**src/rtl/cordic12_pkg.sv**
```systemverilog
`default_nettype none
// ============================================================================
//  Module      : cordic12_pkg
//  Description : Shared constants and helpers for the 12-bit CORDIC rotator:
//                arctangent table, iteration count, internal width and the
//                gain-compensation factor.
//  Revision    : 1.0 - initial release
// ============================================================================
package cordic12_pkg;

    localparam int c_iterations = 11;

    // atan(2^-i) with 1024 = pi/2
    localparam int c_atan_table [c_iterations] = '{512, 302, 160, 81, 41, 20, 10, 5, 3, 1, 1};

    // 1/K ~= 1243 / 2^11
    localparam int c_gain_comp_mul   = 1243;
    localparam int c_gain_comp_shift = 11;

    function automatic int internal_width(input int data_width, input int extra_guard);
        return data_width + 2 + extra_guard;
    endfunction

endpackage
`default_nettype wire

```
**src/rtl/cordic12_stage.sv**
```systemverilog
`default_nettype none
// ============================================================================
//  Module      : cordic12_stage
//  Description : One strobed CORDIC micro-rotation (rotation mode) for
//                iteration IDX.
//  Revision    : 1.0 - initial release
// ============================================================================
module cordic12_stage
    import cordic12_pkg::*;
#(
    parameter int IDX         = 0,
    parameter int WIDTH       = 14,
    parameter int ANGLE_WIDTH = 12
) (
    input  logic                          clock,
    input  logic                          reset,
    input  logic                          ngreset,
    input  logic                          i_strobe,
    input  logic signed [WIDTH-1:0]       i_x,
    input  logic signed [WIDTH-1:0]       i_y,
    input  logic signed [ANGLE_WIDTH-1:0] i_z,
    output logic signed [WIDTH-1:0]       o_x,
    output logic signed [WIDTH-1:0]       o_y,
    output logic signed [ANGLE_WIDTH-1:0] o_z
);

    localparam logic signed [ANGLE_WIDTH-1:0] c_atan = ANGLE_WIDTH'(c_atan_table[IDX]);

    logic signed [WIDTH-1:0]       w_x_sh;
    logic signed [WIDTH-1:0]       w_y_sh;
    logic                          w_z_nonneg;
    logic signed [WIDTH-1:0]       r_x;
    logic signed [WIDTH-1:0]       r_y;
    logic signed [ANGLE_WIDTH-1:0] r_z;

    assign w_x_sh     = i_x >>> IDX;
    assign w_y_sh     = i_y >>> IDX;
    assign w_z_nonneg = ~i_z[ANGLE_WIDTH-1];

    always_ff @(posedge clock or negedge ngreset) begin
        if (!ngreset) begin
            r_x <= '0;
            r_y <= '0;
            r_z <= '0;
        end else if (reset) begin
            r_x <= '0;
            r_y <= '0;
            r_z <= '0;
        end else if (i_strobe) begin
            if (w_z_nonneg) begin
                r_x <= i_x - w_y_sh;
                r_y <= i_y + w_x_sh;
                r_z <= i_z - c_atan;
            end else begin
                r_x <= i_x + w_y_sh;
                r_y <= i_y - w_x_sh;
                r_z <= i_z + c_atan;
            end
        end
    end

    assign o_x = r_x;
    assign o_y = r_y;
    assign o_z = r_z;

endmodule
`default_nettype wire

```
**src/rtl/wca_cordic12_rotator.sv**
```systemverilog
`default_nettype none
// ============================================================================
//  Module      : wca_cordic12_rotator
//  Description : Strobed, pipelined 12-bit CORDIC vector rotator. Optional
//                1/K gain compensation stage via CORDIC12_GAIN_COMP_EN.
//  Revision    : 1.0 - initial release
// ============================================================================
module wca_cordic12_rotator
    import cordic12_pkg::*;
#(
    parameter int DATA_WIDTH  = 12,
    parameter int ANGLE_WIDTH = 12,
    parameter int EXTRA_GUARD = 0
) (
    input  logic                   clock,
    input  logic                   reset,
    input  logic                   ngreset,
    input  logic                   strobeData,
    input  logic [DATA_WIDTH-1:0]  X0,
    input  logic [DATA_WIDTH-1:0]  Y0,
    input  logic [ANGLE_WIDTH-1:0] A0,
    output logic [DATA_WIDTH-1:0]  XN,
    output logic [DATA_WIDTH-1:0]  YN,
    output logic [ANGLE_WIDTH-1:0] AN
);

    localparam int c_w = internal_width(DATA_WIDTH, EXTRA_GUARD);
    localparam logic signed [c_w-1:0] c_sat_max = c_w'((1 <<< (DATA_WIDTH - 1)) - 1);
    localparam logic signed [c_w-1:0] c_sat_min = -c_sat_max - c_w'(1);

    logic signed [c_w-1:0]         r_x0;
    logic signed [c_w-1:0]         r_y0;
    logic signed [ANGLE_WIDTH-1:0] r_a0;

    // Element 0 is the input register, element k+1 the output of iteration k
    logic signed [c_w-1:0]         w_x [0:c_iterations];
    logic signed [c_w-1:0]         w_y [0:c_iterations];
    logic signed [ANGLE_WIDTH-1:0] w_z [0:c_iterations];

    function automatic logic [DATA_WIDTH-1:0] saturate(input logic signed [c_w-1:0] v);
        if (v > c_sat_max) begin
            return c_sat_max[DATA_WIDTH-1:0];
        end else if (v < c_sat_min) begin
            return c_sat_min[DATA_WIDTH-1:0];
        end
        return v[DATA_WIDTH-1:0];
    endfunction

    always_ff @(posedge clock or negedge ngreset) begin
        if (!ngreset) begin
            r_x0 <= '0;
            r_y0 <= '0;
            r_a0 <= '0;
        end else if (reset) begin
            r_x0 <= '0;
            r_y0 <= '0;
            r_a0 <= '0;
        end else if (strobeData) begin
            r_x0 <= $signed({{(c_w - DATA_WIDTH){X0[DATA_WIDTH-1]}}, X0});
            r_y0 <= $signed({{(c_w - DATA_WIDTH){Y0[DATA_WIDTH-1]}}, Y0});
            r_a0 <= $signed(A0);
        end
    end

    assign w_x[0] = r_x0;
    assign w_y[0] = r_y0;
    assign w_z[0] = r_a0;

    for (genvar k = 0; k < c_iterations; k++) begin : g_stage
        cordic12_stage #(
            .IDX         (k),
            .WIDTH       (c_w),
            .ANGLE_WIDTH (ANGLE_WIDTH)
        ) u_stage (
            .clock    (clock),
            .reset    (reset),
            .ngreset  (ngreset),
            .i_strobe (strobeData),
            .i_x      (w_x[k]),
            .i_y      (w_y[k]),
            .i_z      (w_z[k]),
            .o_x      (w_x[k+1]),
            .o_y      (w_y[k+1]),
            .o_z      (w_z[k+1])
        );
    end

`ifdef CORDIC12_GAIN_COMP_EN
    localparam int c_pw = c_w + 12;
    localparam logic signed [c_pw-1:0] c_comp_mul  = c_pw'(c_gain_comp_mul);
    localparam logic signed [c_pw-1:0] c_comp_half = c_pw'(1 <<< (c_gain_comp_shift - 1));

    logic signed [c_pw-1:0]        w_x_prod;
    logic signed [c_pw-1:0]        w_y_prod;
    logic signed [c_w-1:0]         w_x_comp;
    logic signed [c_w-1:0]         w_y_comp;
    logic [DATA_WIDTH-1:0]         r_xn;
    logic [DATA_WIDTH-1:0]         r_yn;
    logic [ANGLE_WIDTH-1:0]        r_an;

    assign w_x_prod = $signed({{12{w_x[c_iterations][c_w-1]}}, w_x[c_iterations]}) * c_comp_mul;
    assign w_y_prod = $signed({{12{w_y[c_iterations][c_w-1]}}, w_y[c_iterations]}) * c_comp_mul;
    // Round half up, then drop the fractional bits of the 1/K product
    assign w_x_comp = c_w'((w_x_prod + c_comp_half) >>> c_gain_comp_shift);
    assign w_y_comp = c_w'((w_y_prod + c_comp_half) >>> c_gain_comp_shift);

    always_ff @(posedge clock or negedge ngreset) begin
        if (!ngreset) begin
            r_xn <= '0;
            r_yn <= '0;
            r_an <= '0;
        end else if (reset) begin
            r_xn <= '0;
            r_yn <= '0;
            r_an <= '0;
        end else if (strobeData) begin
            r_xn <= saturate(w_x_comp);
            r_yn <= saturate(w_y_comp);
            r_an <= w_z[c_iterations];
        end
    end

    assign XN = r_xn;
    assign YN = r_yn;
    assign AN = r_an;
`else
    // The last iteration register is the output register; saturation is pure logic after it
    assign XN = saturate(w_x[c_iterations]);
    assign YN = saturate(w_y[c_iterations]);
    assign AN = w_z[c_iterations];
`endif

endmodule
`default_nettype wire

```
**config.mk**
```make
export PLATFORM = sky130hd
export DESIGN_NAME = wca_cordic12_rotator
export DESIGN_NICKNAME = d
export VERILOG_FILES = /design/src/rtl/cordic12_pkg.sv /design/src/rtl/cordic12_stage.sv /design/src/rtl/wca_cordic12_rotator.sv
export SDC_FILE = /design/constraint.sdc
export NUM_CORES = 2
export LEC_CHECK = 0
export ABC_AREA = 1
export CAP_MARGIN = 20
export CORE_MARGIN = 4
export CORE_UTILIZATION = 30
export CTS_CLUSTER_DIAMETER = 120
export DETAILED_ROUTE_END_ITERATION = 10
export HOLD_SLACK_MARGIN = 0.12
export REMOVE_ABC_BUFFERS = 1
export SLEW_MARGIN = 20
export SYNTH_ARGS = -nofsm -noshare
export SYNTH_HDL_FRONTEND = slang
export SYNTH_SLANG_ARGS = --single-unit
```
**constraint.sdc**
```tcl
create_clock -name clock -period 2.72 [get_ports clock]
set_input_delay 0.544 -clock clock [delete_from_list [all_inputs] [get_ports clock]]
set_output_delay 0.544 -clock clock [all_outputs]
set_load 0.01 [all_outputs]
```
# --- After elaboration in Yosys (flattened, before gate mapping) ---
# Cells that the tools add are included.
totals:
  reg_bits: 480
  elab_cells: 221
classes:
  n_reduce_logical: 1
  n_mux: 115
  n_addsub: 65
  order_cmp: 4
ops:
  columns: ["cell", "count"]
  rows:
  - ["2-to-1 mux 14 bit", 70]
  - ["2-to-1 mux 12 bit", 41]
  - ["adder 14 x 10 -> 14 bit", 2]
  - ["adder 14 x 11 -> 14 bit", 2]
  - ["adder 14 x 12 -> 14 bit", 2]
  - ["adder 14 x 13 -> 14 bit", 2]
  - ["adder 14 x 4 -> 14 bit", 2]
  - ["adder 14 x 5 -> 14 bit", 2]
  - ["adder 14 x 6 -> 14 bit", 2]
  - ["adder 14 x 7 -> 14 bit", 2]
  - ["adder 14 x 8 -> 14 bit", 2]
  - ["adder 14 x 9 -> 14 bit", 2]
  - ["> comparator 14 x 12 -> 1 bit, second input constant", 2]
  - ["< comparator 14 x 12 -> 1 bit, second input constant", 2]
  - ["subtractor 14 x 10 -> 14 bit", 2]
  - ["subtractor 14 x 11 -> 14 bit", 2]
  - ["subtractor 14 x 12 -> 14 bit", 2]
  - ["subtractor 14 x 13 -> 14 bit", 2]
  - ["subtractor 14 bit", 2]
  - ["subtractor 14 x 4 -> 14 bit", 2]
  - ["subtractor 14 x 5 -> 14 bit", 2]
  - ["subtractor 14 x 6 -> 14 bit", 2]
  - ["subtractor 14 x 7 -> 14 bit", 2]
  - ["subtractor 14 x 8 -> 14 bit", 2]
  - ["other kinds (24)", 30]

# --- Longest topological paths before layout ---
logic_depth:
  word_depth: 4
  depth_mapped: 20
  mapped_depth_nobuf: 20

# --- Modules after synthesis ---
# A second synthesis with hierarchy kept.
hier_totals:
  hier_cells: 6775
  hier_area_um2: 44203.6
modules_own_cells:
  columns: ["module", "instances", "cells_per_inst", "area_per_inst_um2"]
  rows:
  - ["cordic12_stage at g_stage[0].u_stage", 1, 629, 4067.7]
  - ["cordic12_stage at g_stage[4].u_stage", 1, 639, 4000.1]
  - ["cordic12_stage at g_stage[9].u_stage", 1, 636, 3977.6]
  - ["cordic12_stage at g_stage[3].u_stage", 1, 593, 3890.0]
  - ["cordic12_stage at g_stage[8].u_stage", 1, 631, 3888.7]
  - ["cordic12_stage at g_stage[5].u_stage", 1, 602, 3861.2]
  - ["cordic12_stage at g_stage[10].u_stage", 1, 621, 3829.9]
  - ["cordic12_stage at g_stage[1].u_stage", 1, 570, 3798.6]
  - ["cordic12_stage at g_stage[7].u_stage", 1, 563, 3777.4]
  - ["cordic12_stage at g_stage[2].u_stage", 1, 541, 3657.3]
  - ["cordic12_stage at g_stage[6].u_stage", 1, 538, 3644.7]
  - ["wca_cordic12_rotator", 1, 212, 1810.5]

# --- Worst setup path before layout ---
# Ideal clock, no wire load.
synth_timing:
  path_kind: "register to register"
  from: "reg g_stage[5].u_stage.r_z[11]"
  to: "reg g_stage[6].u_stage.r_x[9]"
  path_stages_with_launch: 12
  setup_slack_ns: 0.211
  t_required_ns: 2.602
  t_arrival_ns: 2.391
  setup_time_ns: 0.118
  cell_sequence: "dfrtp_1 -> inv_1 -> clkbuf_1 -> o31ai_1 -> xor2_1 -> ha_1 -> a21oi_1 -> o21ai_0 -> a21oi_1 -> or2_2 -> nand3_1 -> nand2_1"
synth_via:
  elab_chain_len: 3
synth_lines:
  columns: ["element", "line_no", "source"]
  rows:
  - ["start, declared", "cordic12_stage.sv:34", "logic signed [ANGLE_WIDTH-1:0] r_z;"]
  - ["start signal, assigned", "cordic12_stage.sv:53", "r_z <= i_z - c_atan;"]
  - ["start signal, assigned", "cordic12_stage.sv:57", "r_z <= i_z + c_atan;"]
  - ["2-to-1 mux 14 bit", "cordic12_stage.sv:50", "if (w_z_nonneg) begin"]
  - ["2-to-1 mux 14 bit", "cordic12_stage.sv:49", "end else if (i_strobe) begin"]
  - ["2-to-1 mux 14 bit", "cordic12_stage.sv:45", "end else if (reset) begin"]
  - ["end signal, assigned", "cordic12_stage.sv:51", "r_x <= i_x - w_y_sh;"]
  - ["end signal, assigned", "cordic12_stage.sv:55", "r_x <= i_x + w_y_sh;"]
  - ["end, declared", "cordic12_stage.sv:32", "logic signed [WIDTH-1:0] r_x;"]
# No other way between the ends. The select of a mux whose other input is x is not followed.
# A chain may end at the register's enable or synchronous reset.

# --- Worst setup path after layout ---
layout_timing:
  from: "reg g_stage[1].u_stage.r_x[3]"
  to: "reg g_stage[2].u_stage.r_y[13]"
layout_via:
  elab_chain_len: 4
  elab_cells_between_ends: 5
layout_lines:
  columns: ["element", "line_no", "source"]
  rows:
  - ["start, declared", "cordic12_stage.sv:32", null]
  - ["start signal, assigned", "cordic12_stage.sv:51", null]
  - ["start signal, assigned", "cordic12_stage.sv:55", null]
  - ["adder 14 x 12 -> 14 bit / subtractor 14 x 12 -> 14 bit (equally long branches)", "cordic12_stage.sv:52, cordic12_stage.sv:56", null]
  - ["2-to-1 mux 14 bit *", "cordic12_stage.sv:50", null]
  - ["2-to-1 mux 14 bit *", "cordic12_stage.sv:49", null]
  - ["2-to-1 mux 14 bit *", "cordic12_stage.sv:45", null]
  - ["end signal, assigned", "cordic12_stage.sv:52", "r_y <= i_y + w_x_sh;"]
  - ["end signal, assigned", "cordic12_stage.sv:56", "r_y <= i_y - w_x_sh;"]
  - ["end, declared", "cordic12_stage.sv:33", "logic signed [WIDTH-1:0] r_y;"]
# Mark *: on every way between the ends. The rest lies on a longest branch, timed or not. The select of a mux whose other input is x is not followed.

==> reports/results.txt <==
Status -> completed
M3 GR Usage -> 1.74%
CP Capture Type -> flop
H-tree depth -> 2
Area contributors post-synth -> dfrtp_1 29%, nand2_1 16%, ha_1 13%, inv_1 6.7%, o21ai_0 6.5%
Starting DRC count in detailed routing -> 2290
# DRC -> 0
Fill cells -> 14493
CTS tree -> yes
Vias in the first global route -> 38185
DP HPWL -> 89500 µm
Sequential cell area -> 11900 µm²
Unrepaired setup endpoints after global routing -> yes
Hold Violations, Final -> 0
Post-Syn Instances -> 6076
Synth Register Bits -> 475
Post-route cell area -> 48000 µm²
Worst Path Max Fanout -> 4
Initial Util -> 30.2%
# setup viols final -> 0
Die Area -> 142000 µm²
Antenna cells -> 0
Synth Flop Type -> dfrtp_1
Layout cell share with drive strength beyond 1 -> 8.78%
Max rail drop VDD -> 628 µV
Area leader, netlist -> dfrtp_1
Sequential share of the synthesized area -> 29.1%
Gr ovfl total -> 0
Fin Setup TNS -> 0 ps
Async set-or-reset flop fraction in the synthesized netlist -> 100%
Final Power -> 61.1 mW
Core area -> 135000 µm²
Antenna violations before repair -> 0
Largest net degree at the start of global routing -> 141
Routed vias -> 39551
Met1 Use GR -> 21.1%
Clock root buffer -> clkbuf_16
Dpl ws -> -17.6 ps
Synth warn -> 0
Met2 Use GR -> 28.8%
Site Rows -> 135
Area grow syn2layout -> 17.3%
Final WL -> 118000 µm
EDFF count, synth -> 0
CP required -> 3250 ps
Chip height -> 377 µm
P per Cell Area -> 1270 nW/µm²
Lkg Pwr -> 24.7 nW
Footprint of the multi-input gates -> 26500 µm²
FMAX -> 378 MHz
Post-route ant nets -> 0
Worst-Skew Late Latency -> 660 ps
Tcrit/Tclk final -> 97.4%
Avg Vias per Cell -> 4.88
Drt wl/cell -> 14.6 µm
Cell Area, Placed -> 44700 µm²
Routability cong. -> 0.901
Setup ws final -> 71.2 ps
Syn Area/Cell -> 6.73 µm²
Router iterations before antenna repair -> 5
Die Span X -> 377 µm
Min Tclk post-route -> 2650 ps
Slew Viols, Final -> 0
Worst EP arrival -> 3180 ps
Num CTS Buffers -> 60
Max-slew headroom -> 53.2%
Worst Tran Pin Value -> 702 ps
Top cell type's share of synthesized area -> 29.1%
WS Path Type -> reg -> reg
CP Launch Type -> flop
IO Port Bufs -> 75
Maxcap violations -> 0
Clock tree buffer depth -> 3
HP Class -> in -> async
Clock Skews -> 29.7 ps
Clock transition at path regs -> 60 ps
First-pass GRT wire length -> 195000 µm
Final #Nets -> 6777
# clock sinks -> 475
GRT Util Overall -> 16.3%
Most Crowded Layer GR -> met2
Synth cell types -> 42
Top Ports -> 76
Syn Std Cell Area -> 40900 µm²
registers in the layout (all words and copies together), names as in the netlist:
name                 flops
g_stage.u_stage.o_y    154
g_stage.u_stage.o_x    153
g_stage.u_stage.o_z    132
r_a0                    12
r_x0                    12
r_y0                    12
cell type report:
class                   instances  share of cell area [%]
flip-flops and latches        475                    24.8
well taps                    1781                    4.64
clock buffers                  88                    3.66
inverters                     737                    5.82
multi-input cells            4720                    55.3
repair buffers                281                    5.30
clock inverters                22                   0.451
repair_timing:
action / in CTS / in global routing
buffers inserted: 1 / 28
hold buffers: 1 / 0
gates resized for setup: 30 / 319
hold endpoints to repair: 58 / 0
endpoints found under the setup margin: 24 / 128
pin swaps: 4 / 77
layer usage:
| metal | vias to the layer above | part of all wire (%) | wire length [µm] |
|---|---|---|---|
| li1 | 20405 | - | - |
| met1 | 18268 | 46 | 54100 |
| met2 | 704 | 48 | 56800 |
| met3 | 174 | 3.7 | 4370 |
| met4 | 0 | 2.7 | 3190 |
| met5 | - | 0 | 0 |
through the flow:
step | std cells | util [%] | hold WS [ps]
2_1_floorplan | 5932 | - | 248
3_5_place_dp | 7964 | 33.0 | 464
4_1_cts | 8076 | 34.5 | 344
6_report | 8104 | 35.4 | 390
3_3_place_gp | 7964 | 33.0 | 462
5_1_grt | 8104 | 35.4 | 382
cells in the mapped netlist, types with 17 or more instances:
| cell | instances |
|---|---|
| a31oi_1 | 23 |
| nand2_1 | 1782 |
| a21boi_0 | 17 |
| a21o_1 | 19 |
| nor2_1 | 545 |
| ha_1 | 428 |
| nand4_1 | 48 |
| xor2_1 | 144 |
| dfrtp_1 | 475 |
| inv_1 | 730 |
| fa_1 | 34 |
| nand3_1 | 419 |
| buf_2 | 62 |
| a21oi_1 | 461 |
| clkbuf_1 | 61 |
| o21ai_0 | 528 |
| o21ai_1 | 62 |
| nor3_1 | 24 |
| o22ai_1 | 89 |
logic make-up after synthesis:
group / count (synthesis) / share of synthesized area, %
flops: 475 / 29.1
compound gates: 1247 / 16.2
buf+inv: 881 / 8.47
simple gates: 2855 / 28.1
xor+xnor: 156 / 3.34
fa+ha+maj: 462 / 14.8
cells in the final DEF (no fill, tap or decap), drive strengths merged, types with 17 or more instances in the layout:
cell / count
a21boi: 17
a21o: 19
a21oi: 461
a31oi: 23
buf: 206
clkbuf: 88
clkdlybuf4s50: 58
dfrtp: 475
fa: 34
ha: 428
inv: 735
nand2: 1782
nand3: 419
nand4: 48
nor2: 547
nor3: 24
o21ai: 590
o22ai: 89
xor2: 144
path summary, 6_finish.rpt:
kind	slack, ps	cells past startpoint	end	from
worst max-delay path	70	20	g_stage[2].u_stage.o_y[13]	g_stage[1].u_stage.o_x[3]
worst min-delay path	390	2	g_stage[9].u_stage.o_y[10]	ngreset
worst max register to register	70	20	g_stage[2].u_stage.o_y[13]	g_stage[1].u_stage.o_x[3]
worst min register to register	480	2	g_stage[7].u_stage.o_y[13]	g_stage[7].u_stage.o_y[13]
max in group asynchronous	1480	3	g_stage[5].u_stage.o_x[9]	ngreset
min in group clock	450	3	r_a0[5]	A0[5]
critical path: stages, from the launching register on:
cell and delay [ps]:
dfrtp_1 410, inv_2 100, ha_4 150, nand4_1 150, nor2_1 130, nand2_1 100, nor2_2 130, nand2_1 60
nand2_1 70, xor2_1 170, inv_1 110, ha_4 310, nand2_4 80, nor2_4 140, nand2_2 70, nand3_2 80
inv_2 30, nand2_1 60, nand3_1 60, nand3_1 60, nand2_1 60
power by group:
part	switching, mW	total [mW]	internal [mW]
combinational	26.5	42.5	16.0
sequential	1.71	10.6	8.89
clock	3.30	8.03	4.73
total	31.5	61.1	29.6
Power figures use the tool's default switching activity.
